**src/rtl/cordic_sincos_core_if.sv**
```systemverilog
// ---------------------------------------------------------------------------
// cordic_sincos_core_if
// Purpose : carries the 12-bit chip pin interface of the CORDIC core.
// Signals :
//   io_in  [9:0]  in_val, signed Q2.8 (angle in rotation, slope in vectoring)
//          [10]   mode (1 = rotation sin/cos, 0 = vectoring atan/magnitude)
//          [11]   out_sel (rotation 1=cos 0=sin; vectoring 1=atan 0=mag)
//   io_out [10:0] result, signed Q2.9 (zero whenever done is low)
//          [11]   done
// Handshake: level protocol, no valid/ready pair. The driver holds io_in
//   steady; done high means io_out[10:0] is valid for the input currently
//   held. Any change of io_in[10:0] drops done the next cycle and restarts
//   the computation. io_in[11] only steers the output mux.
// Modports: master = pin driver (bench/pad ring), slave = the core.
// ---------------------------------------------------------------------------
interface cordic_sincos_core_if;
    logic [11:0] io_in;
    logic [11:0] io_out;

    modport master (output io_in, input io_out);
    modport slave  (input io_in, output io_out);
endinterface

```
**src/rtl/cordic_sincos_core.sv**
```systemverilog
// ---------------------------------------------------------------------------
// cordic_sincos_core
// Purpose : iterative CORDIC engine. Rotation mode returns sin/cos of a Q2.8
//           angle; vectoring mode returns atan/magnitude of a Q2.8 slope.
//           One micro-rotation per clock, one result word per input set,
//           automatic restart whenever the input word changes.
// Ports   :
//   clock        in   single clock, all state on posedge
//   reset        in   synchronous, active-low
//   bus          slave modport of cordic_sincos_core_if (io_in / io_out)
//   o_dbg_state  out  current FSM state (0=LOAD, 1=RUN, 2=DONE)
// Latency : done rises ITER+2 clocks after the LOAD cycle
//           (1 load + ITER micro-rotations + 1 output register).
// ---------------------------------------------------------------------------
module cordic_sincos_core #(
    parameter int ITER = 12,    // micro-rotations, legal 10..14
    parameter int IW   = 16     // signed x/y/z width, 13 fraction bits
) (
    input  logic                  clock,
    input  logic                  reset,
    cordic_sincos_core_if.slave   bus,
    output logic [1:0]            o_dbg_state
);

    localparam int FRAC = 13;
    // Gain-compensation constant K = 0.607253 in Q.13
    localparam logic signed [31:0] K_Q13   = 32'sd4975;
    localparam logic signed [IW-1:0] ONE_Q13 = IW'(8192);

    typedef enum logic [1:0] {
        S_LOAD = 2'd0,
        S_RUN  = 2'd1,
        S_DONE = 2'd2
    } state_t;

    state_t                r_state;
    logic [10:0]           r_shadow;
    logic [3:0]            r_iter;
    logic signed [IW-1:0]  r_x;
    logic signed [IW-1:0]  r_y;
    logic signed [IW-1:0]  r_z;
    logic [11:0]           r_out;

    logic signed [9:0]     w_in_val;
    logic signed [9:0]     w_ang;
    logic signed [IW-1:0]  w_in_ext;
    logic signed [IW-1:0]  w_ang_ext;
    logic                  w_changed;
    logic                  w_d_pos;
    logic signed [IW-1:0]  w_xs;
    logic signed [IW-1:0]  w_ys;
    logic signed [IW-1:0]  w_atan;
    logic signed [31:0]    w_x32;
    logic signed [31:0]    w_y32;
    logic signed [31:0]    w_z32;
    logic signed [31:0]    w_prod;
    logic [10:0]           w_res1;
    logic [10:0]           w_res0;

    // atan(2^-i) in radians, Q.13
    function automatic logic signed [IW-1:0] atan_rom(input logic [3:0] i);
        case (i)
            4'd0:    return IW'(6434);
            4'd1:    return IW'(3798);
            4'd2:    return IW'(2007);
            4'd3:    return IW'(1019);
            4'd4:    return IW'(511);
            4'd5:    return IW'(256);
            4'd6:    return IW'(128);
            4'd7:    return IW'(64);
            4'd8:    return IW'(32);
            4'd9:    return IW'(16);
            4'd10:   return IW'(8);
            4'd11:   return IW'(4);
            4'd12:   return IW'(2);
            4'd13:   return IW'(1);
            default: return IW'(0);
        endcase
    endfunction

    // Clip a Q2.9 candidate to the 11-bit signed output range
    function automatic logic [10:0] sat11(input logic signed [31:0] v);
        if (v > 32'sd1023)
            return 11'h3FF;
        else if (v < -32'sd1024)
            return 11'h400;
        else
            return v[10:0];
    endfunction

    assign w_in_val  = bus.io_in[9:0];
    assign w_changed = (bus.io_in[10:0] != r_shadow);

    // Rotation input is limited to +-pi/2 so the CORDIC stays convergent
    always_comb begin
        w_ang = w_in_val;
        if (w_in_val > 10'sd402)
            w_ang = 10'sd402;
        else if (w_in_val < -10'sd402)
            w_ang = -10'sd402;
    end

    // Q2.8 -> Q.13: sign-extend then shift up by 5
    assign w_in_ext  = $signed({{(IW-10){w_in_val[9]}}, w_in_val}) <<< (FRAC - 8);
    assign w_ang_ext = $signed({{(IW-10){w_ang[9]}}, w_ang}) <<< (FRAC - 8);

    // d = +1 when w_d_pos. Rotation drives z to 0 (d=sign z),
    // vectoring drives y to 0 (d=-sign y).
    assign w_d_pos = r_shadow[10] ? ~r_z[IW-1] : r_y[IW-1];
    assign w_xs    = r_x >>> r_iter;
    assign w_ys    = r_y >>> r_iter;
    assign w_atan  = atan_rom(r_iter);

    // Results: round-half-up from Q.13 to Q.9, then saturate
    assign w_x32  = $signed({{(32-IW){r_x[IW-1]}}, r_x});
    assign w_y32  = $signed({{(32-IW){r_y[IW-1]}}, r_y});
    assign w_z32  = $signed({{(32-IW){r_z[IW-1]}}, r_z});
    // Magnitude carries the CORDIC gain; x*K is Q.26, round once to Q.9
    assign w_prod = w_x32 * K_Q13;

    always_comb begin
        if (r_shadow[10]) begin
            w_res1 = sat11((w_x32 + 32'sd8) >>> (FRAC - 9));   // cos
            w_res0 = sat11((w_y32 + 32'sd8) >>> (FRAC - 9));   // sin
        end else begin
            w_res1 = sat11((w_z32 + 32'sd8) >>> (FRAC - 9));   // atan
            w_res0 = sat11((w_prod + 32'sd65536) >>> (2*FRAC - 9)); // mag
        end
    end

    always_ff @(posedge clock) begin
        if (!reset) begin
            r_state <= S_LOAD;
            r_out   <= '0;
            r_iter  <= '0;
        end else begin
            case (r_state)
                S_LOAD: begin
                    r_shadow <= bus.io_in[10:0];
                    r_iter   <= '0;
                    r_out    <= '0;
                    if (bus.io_in[10]) begin
                        r_x <= IW'(K_Q13);
                        r_y <= '0;
                        r_z <= w_ang_ext;
                    end else begin
                        r_x <= ONE_Q13;
                        r_y <= w_in_ext;
                        r_z <= '0;
                    end
                    r_state <= S_RUN;
                end
                S_RUN: begin
                    r_out <= '0;
                    if (w_changed) begin
                        r_state <= S_LOAD;
                    end else begin
                        r_x    <= w_d_pos ? (r_x - w_ys)   : (r_x + w_ys);
                        r_y    <= w_d_pos ? (r_y + w_xs)   : (r_y - w_xs);
                        r_z    <= w_d_pos ? (r_z - w_atan) : (r_z + w_atan);
                        r_iter <= r_iter + 4'd1;
                        if (r_iter == 4'(ITER - 1))
                            r_state <= S_DONE;
                    end
                end
                S_DONE: begin
                    // x/y/z are frozen here; out_sel only re-muxes them
                    if (w_changed) begin
                        r_out   <= '0;
                        r_state <= S_LOAD;
                    end else begin
                        r_out <= {1'b1, (bus.io_in[11] ? w_res1 : w_res0)};
                    end
                end
                default: begin
                    r_out   <= '0;
                    r_state <= S_LOAD;
                end
            endcase
        end
    end

    assign bus.io_out  = r_out;
    assign o_dbg_state = r_state;

endmodule

```
**src/flat_wrapper.sv**
```systemverilog
// flat-port wrapper written by rule: the top's interface ports become plain ports
module cordic_sincos_core_flat 
#(
    parameter int ITER = 12,                                    
    parameter int IW   = 16                                            
)
  (clock, reset, o_dbg_state, bus_io_in, bus_io_out);
  cordic_sincos_core_if bus_i ();
  input  logic clock;
  input  logic reset;
  output logic [1:0] o_dbg_state;
  input wire logic [$bits(bus_i.io_in)-1:0] bus_io_in;
  output wire logic [$bits(bus_i.io_out)-1:0] bus_io_out;
  assign bus_i.io_in = bus_io_in;
  assign bus_io_out = bus_i.io_out;
  cordic_sincos_core #(.ITER(ITER), .IW(IW)) u_core (.clock(clock), .reset(reset), .bus(bus_i), .o_dbg_state(o_dbg_state));
endmodule
```
**config.mk**
```make
export PLATFORM = sky130hd
export DESIGN_NAME = cordic_sincos_core_flat
export DESIGN_NICKNAME = d
export VERILOG_FILES = /design/src/rtl/cordic_sincos_core_if.sv /design/src/rtl/cordic_sincos_core.sv /design/src/flat_wrapper.sv
export SDC_FILE = /design/constraint.sdc
export NUM_CORES = 1
export LEC_CHECK = 0
export ABC_AREA = 1
export BUFFER_PORTS_ARGS = -buffer_cell sky130_fd_sc_hd__buf_2
export CORE_MARGIN = 2
export CORE_UTILIZATION = 35
export DETAILED_ROUTE_END_ITERATION = 10
export PLACE_DENSITY = 0.48
export SYNTH_ARGS = -nofsm -noshare
export SYNTH_HDL_FRONTEND = slang
export SYNTH_SLANG_ARGS = --single-unit
```
**constraint.sdc**
```tcl
create_clock -name clock -period 7.6 [get_ports clock]
set_clock_uncertainty 0.15 [all_clocks]
set_input_delay 1.14 -clock clock [delete_from_list [all_inputs] [get_ports clock]]
set_output_delay 1.14 -clock clock [all_outputs]
set_load 0.03 [all_outputs]
```
== Word-level counts from Yosys, hierarchy flattened ==
Memories as Yosys holds them, arrays and structs flattened. A register that Yosys moved wholly into a read port is not among the register bits.
Cells that the tools add are included.
Word-level totals
  bits in registers: 77
  bits in read-only memories: 208
  word-level logic and storage cells: 86
  memories kept: 1
Memories
  (no name shown): words 16, width 13, rd ports 1, clocked after Yosys merged registers in 1, wr ports 0, RTL line cordic_sincos_core.sv:62  | case (i)
Cells by class
  add/sub/neg operators: 11
  $mul: 1
  magnitude comparators: 10
  eq/ne operators: 7
  shift operators: 2
  multiplexer cells: 35
  bitwise logic cells: 3
  reduce and logical (&&, ||, !) cells: 8
Operators with widths (number)
  $mux 16: 8
  $mux 11: 11
  $pmux 16 s2: 3
  $add 16x5->17 const B: 3
  $add 16x16->16: 3
  $sub 16x16->16: 3
  $gt 13x11->1 const B: 3
  $lt 13x11->1 const B: 3
  $sshr 16x4->16: 2
  $add 30x18->31 const B: 1
  $mul 16x14->30 const B: 1
  $mux 10: 2
  $gt 15x11->1 const B: 1
  $lt 15x11->1 const B: 1
  $mux 14: 1
  $mux 12: 1
  $mux 4: 3
  $ne 11x11->1: 1
  $gt 10x10->1 const B: 1
  $lt 10x10->1 const B: 1
  $pmux 4 s2: 1
  $reduce_and 2->1: 4
  $mux 2: 3
  $pmux 2 s3: 1
  other kinds (13): 15

== Depth between registers and ports, before layout ==
  depth in word-level cells: 8
  mapped depth: 31

== Worst setup path before layout ==
Ideal clock, no wire load.
  path type: flip-flop to flip-flop
  start point: register u_core.r_x[15]
  end point: register u_core.r_out[4] (netlist: u_core.bus.io_out[4])
  library setup time: 0.128 ns
  arrival time: 5.302 ns
  required time: 7.322 ns
  slack: 2.019 ns
  stages on the path, launching flop included: 26
  clock period less this slack: 5.581 ns
  cell sequence: edfxtp_1 > ha_1 > xor2_1 > fa_1 > inv_1 > fa_1 > fa_1 > fa_1 > inv_1 > fa_1 > inv_1 > ha_1 > nand2_1 > inv_1 > nand2_1 > nand2_1 > nand2_1 > nand2_1 > a21oi_1 > nand3_1 > nand2_1 > nand3_1 > a21oi_2 > nand2_1 > nand2_1 > a21oi_1
On the way
  longest elaborated chain between the ends: 7
Ends and longest elaborated chain
  start: declaration: RTL line cordic_sincos_core.sv:39  | logic signed [IW-1:0] r_x;
  start signal: assignment: RTL line cordic_sincos_core.sv:143  | r_x <= IW'(K_Q13);
  start signal: assignment: RTL line cordic_sincos_core.sv:158  | r_x <= w_d_pos ? (r_x - w_ys) : (r_x + w_ys);
  $mul 16x14->30: RTL line cordic_sincos_core.sv:119  | assign w_prod = w_x32 * K_Q13;
  $add 30x18->31: RTL line cordic_sincos_core.sv:127  | w_res0 = sat11((w_prod + 32'sd65536) >>> (2*FRAC - 9));
  $lt 15x11->1: RTL line cordic_sincos_core.sv:85  | else if (v < -32'sd1024)
  $mux 11: RTL line cordic_sincos_core.sv:85
  $mux 11: RTL line cordic_sincos_core.sv:83  | if (v > 32'sd1023)
  $mux 11: RTL line cordic_sincos_core.sv:122  | if (r_shadow[10]) begin
  $mux 11 (*): RTL line cordic_sincos_core.sv:172  | r_out <= {1'b1, (bus.io_in[11] ? w_res1 : w_res0)};
  end signal: assignment: RTL line cordic_sincos_core.sv:172
  end: declaration: RTL line cordic_sincos_core.sv:42  | logic [11:0] r_out;
Mark *: on every way between the ends. The rest lies on a longest branch, timed or not.
A chain may end at the register's enable or synchronous reset.

== Worst setup path after layout ==
  start point: register u_core.r_x[14]
  end point: register u_core.r_out[2] (netlist: u_core.bus.io_out[2])
The elaborated chain is that of the path after synthesis.

==> impl_metrics.csv <==
group,metric,value,unit
worst_setup_path,startpoint_type,"flop",
worst_setup_path,worst-path-max-fanout,9,
sta,hold_viol,0,
place,routabilityCongestion,0.922,
worst_setup_path,cp_data_arrival_time,6.50,ns
logic_synthesis,synth_ff_type,"edfxtp_1",
worst_setup_path,critPathCaptureType,"flop",
route,dr.pass1.iters,6,
global_route,grt_pass1_vias,13236,
route,via_per_inst,4.98,
worst_setup_path,crit_type,"reg -> reg",
place,dp_hpwl,36700,um
layout,diodes,0,
status,status,"complete, no violations",
sta,relSlewSlack,34.6,%
layout,final_cell_mix,"nand2_1, inv_1, nand3_1, ha_1, a21oi_1",
global_route,track_usage,21.0,%
clocking,clock_latency,0.38,ns
sta,rsz0062_at_grt,"no",
worst_hold_path,min_path_type,"reg -> reg",
floorplanning,ios,28,
sta,worst_pin_slew,0.980,ns
clocking,path_clk_slew,0.08,ns
global_route,grt_antenna_before_repair,0,
global_route,grt_start_max_net_pins,49,
floorplanning,die_area,42900,sq um
sta,fin_crit,6.41,ns
logic_synthesis,netlist_area,14400,sq um
route,drt-initial-drc-count,788,
global_route,grt_pass1_wl,71100,um
sta,drv_slew,0,
layout,final_nets,2333,
sta,setup_slack,1.19,ns
floorplanning,die_w,207,um
logic_synthesis,synth_edf_count,59,
logic_synthesis,ys_seq_area_share,16.6,%
place,portBuffers,27,
logic_synthesis,post_synth_num_cell_types,60,
logic_synthesis,ys_ff_latch,90,
floorplanning,start_util,35.5,%
global_route,grt-ovfl-total,0,
route,routed-via-count,12955,
layout,fillers,4423,
route,wl_per_cell,17.1,um
sta,finalSetupTns,0,ns
floorplanning,core_region_area,40700,sq um
layout,area_growth,6.77,%
route,drt-total-wl,44400,um
layout,final_common_cell,"nand2_1",
logic_synthesis,synth_fp_nets,2323,
sta,setup-violations-final,0,
clocking,postCtsSetupBuffers,0,
clocking,htree_levels,3,
clocking,cts_hold_buf,0,
floorplanning,die_h,207,um
route,drtAntennaViolNets,0,
layout,drive_above_1_share,5.56,%
clocking,cts_resized,0,
job,max_cap_violations,0,
sta,max_freq,0.156,GHz
clocking,cts_tree,"yes",
clocking,numCtsBuffers,9,
logic_synthesis,syn_inst,2052,
sta,period_share,84.3,%
place,place_ws,1.22,ns
clocking,cts-root-buf,"clkbuf_16",
logic_synthesis,synthArstFlopShare,0,%
clocking,cts.sinks,90,
worst_setup_path,required,7.69,ns
route,drc,0,
clocking,clk_path_buf_depth,2,
logic_synthesis,synth_warnings,0,
floorplanning,fp-row-count,74,
logic_synthesis,syn_area_per_cell,7.04,sq um
## worst max-delay path: stages (launching register included)
cell and delay (ns):
edfxtp_1 0.77, inv_1 0.14, ha_1 0.44, inv_1 0.14, ha_1 0.34, fa_1 0.55, inv_1 0.06, fa_1 0.53
inv_1 0.06, fa_1 0.54, inv_1 0.06, fa_1 0.50, inv_1 0.04, ha_1 0.37, nand2_1 0.13, inv_1 0.05
nand2_1 0.10, nand2_1 0.06, nand2_1 0.06, nand2_1 0.08, a21oi_1 0.21, nand3_1 0.10, nand2_1 0.09, nand3_1 0.12
a21oi_2 0.35, nand2_1 0.11, nand2_1 0.08, a21oi_1 0.05
## metal layers
layer	vias up	global-route usage (%)	share of wire, %
met5	-	0	0
met4	0	7.93	3.5
met3	72	2.59	3.7
met2	262	35.8	47
met1	6051	27.2	46
li1	6570	-	-
## synth_stat cells, types with 6 or more instances
master | n | area (sq um)
o21ai_0 | 93 | 465
o211ai_1 | 7 | 52.6
a31oi_1 | 11 | 68.8
buf_6 | 7 | 78.8
fa_1 | 104 | 2080
o21ai_1 | 22 | 110
a21o_1 | 6 | 45.0
nand3_1 | 159 | 796
buf_2 | 14 | 70.1
nand2_1 | 511 | 1920
nor2_1 | 106 | 398
nand2_2 | 15 | 93.8
edfxtp_1 | 59 | 1770
nand4_1 | 19 | 119
inv_2 | 9 | 33.8
xnor2_1 | 24 | 210
dfxtp_1 | 31 | 621
o21a_1 | 6 | 45.0
inv_1 | 393 | 1480
ha_1 | 153 | 1910
a21oi_1 | 116 | 581
clkbuf_1 | 13 | 48.8
xor2_1 | 79 | 692
o21ai_2 | 6 | 52.6
nor3_1 | 17 | 85.1
## cells by family (layout without fill, tap and decap cells)
| family | Yosys count | after routing | share of synthesized area, % |
|---|---|---|---|
| buffers and inverters | 444 | 459 | 12.1 |
| adder cells (fa/ha/maj) | 257 | 257 | 27.7 |
| AND/OR/NAND/NOR | 855 | 855 | 25.4 |
| XOR/XNOR | 103 | 103 | 6.25 |
| flip-flops | 90 | 90 | 16.6 |
| AO/OA/AOI/OAI | 300 | 300 | 11.7 |
| multiplexers | 3 | 3 | 0.295 |
## per-stage QoR
step / hold slack, ns / cells / util, % / area [sq um]
global route: 0.496 / 2599 / 37.9 / 15400
finish: 0.478 / 2599 / 37.9 / 15400
CTS: 0.477 / 2599 / 37.9 / 15400
detailed placement: 0.454 / 2583 / 37.1 / 15100
floorplan: 0.483 / 2052 / - / 14400
global placement: 0.448 / 2583 / 37.1 / 15100
## final cells by class
class	count	area [sq um]	area share, %
flip-flops and latches	90	2390	15.5
well taps	532	666	4.32
repair buffers	40	233	1.51
inverters	403	1510	9.81
clock buffers	9	225	1.46
clock inverters	7	76.3	0.495
multi-input cells	1518	10300	66.9
## path summary, 6_finish.rpt
check	from	endpoint	slack, ns	cells after the start
setup / recovery	u_core.r_x[14]$_SDFFCE_PN0P_	u_core.bus.io_out[2]$_SDFF_PP0_	1.19	27
hold / removal	u_core.o_dbg_state[1]$_SDFFE_PN0P_	u_core.bus.io_out[11]$_SDFF_PN0_	0.48	2
setup reg to reg	u_core.r_x[14]$_SDFFCE_PN0P_	u_core.bus.io_out[2]$_SDFF_PP0_	1.19	27
hold reg to reg	u_core.o_dbg_state[1]$_SDFFE_PN0P_	u_core.bus.io_out[11]$_SDFF_PN0_	0.48	2
## state kept, by name (all words and copies together) (netlist names)
register,count
u_core.bus.io_out,12
u_core.r_shadow,11
u_core.r_y,16
u_core.r_iter,4
u_core.r_x,16
u_core.r_z,16
u_core.o_dbg_state,2
u_core.w_atan,13
Power is not shown: default switching activity piles up to over one toggle a cycle in this logic, so the estimate is an artifact.
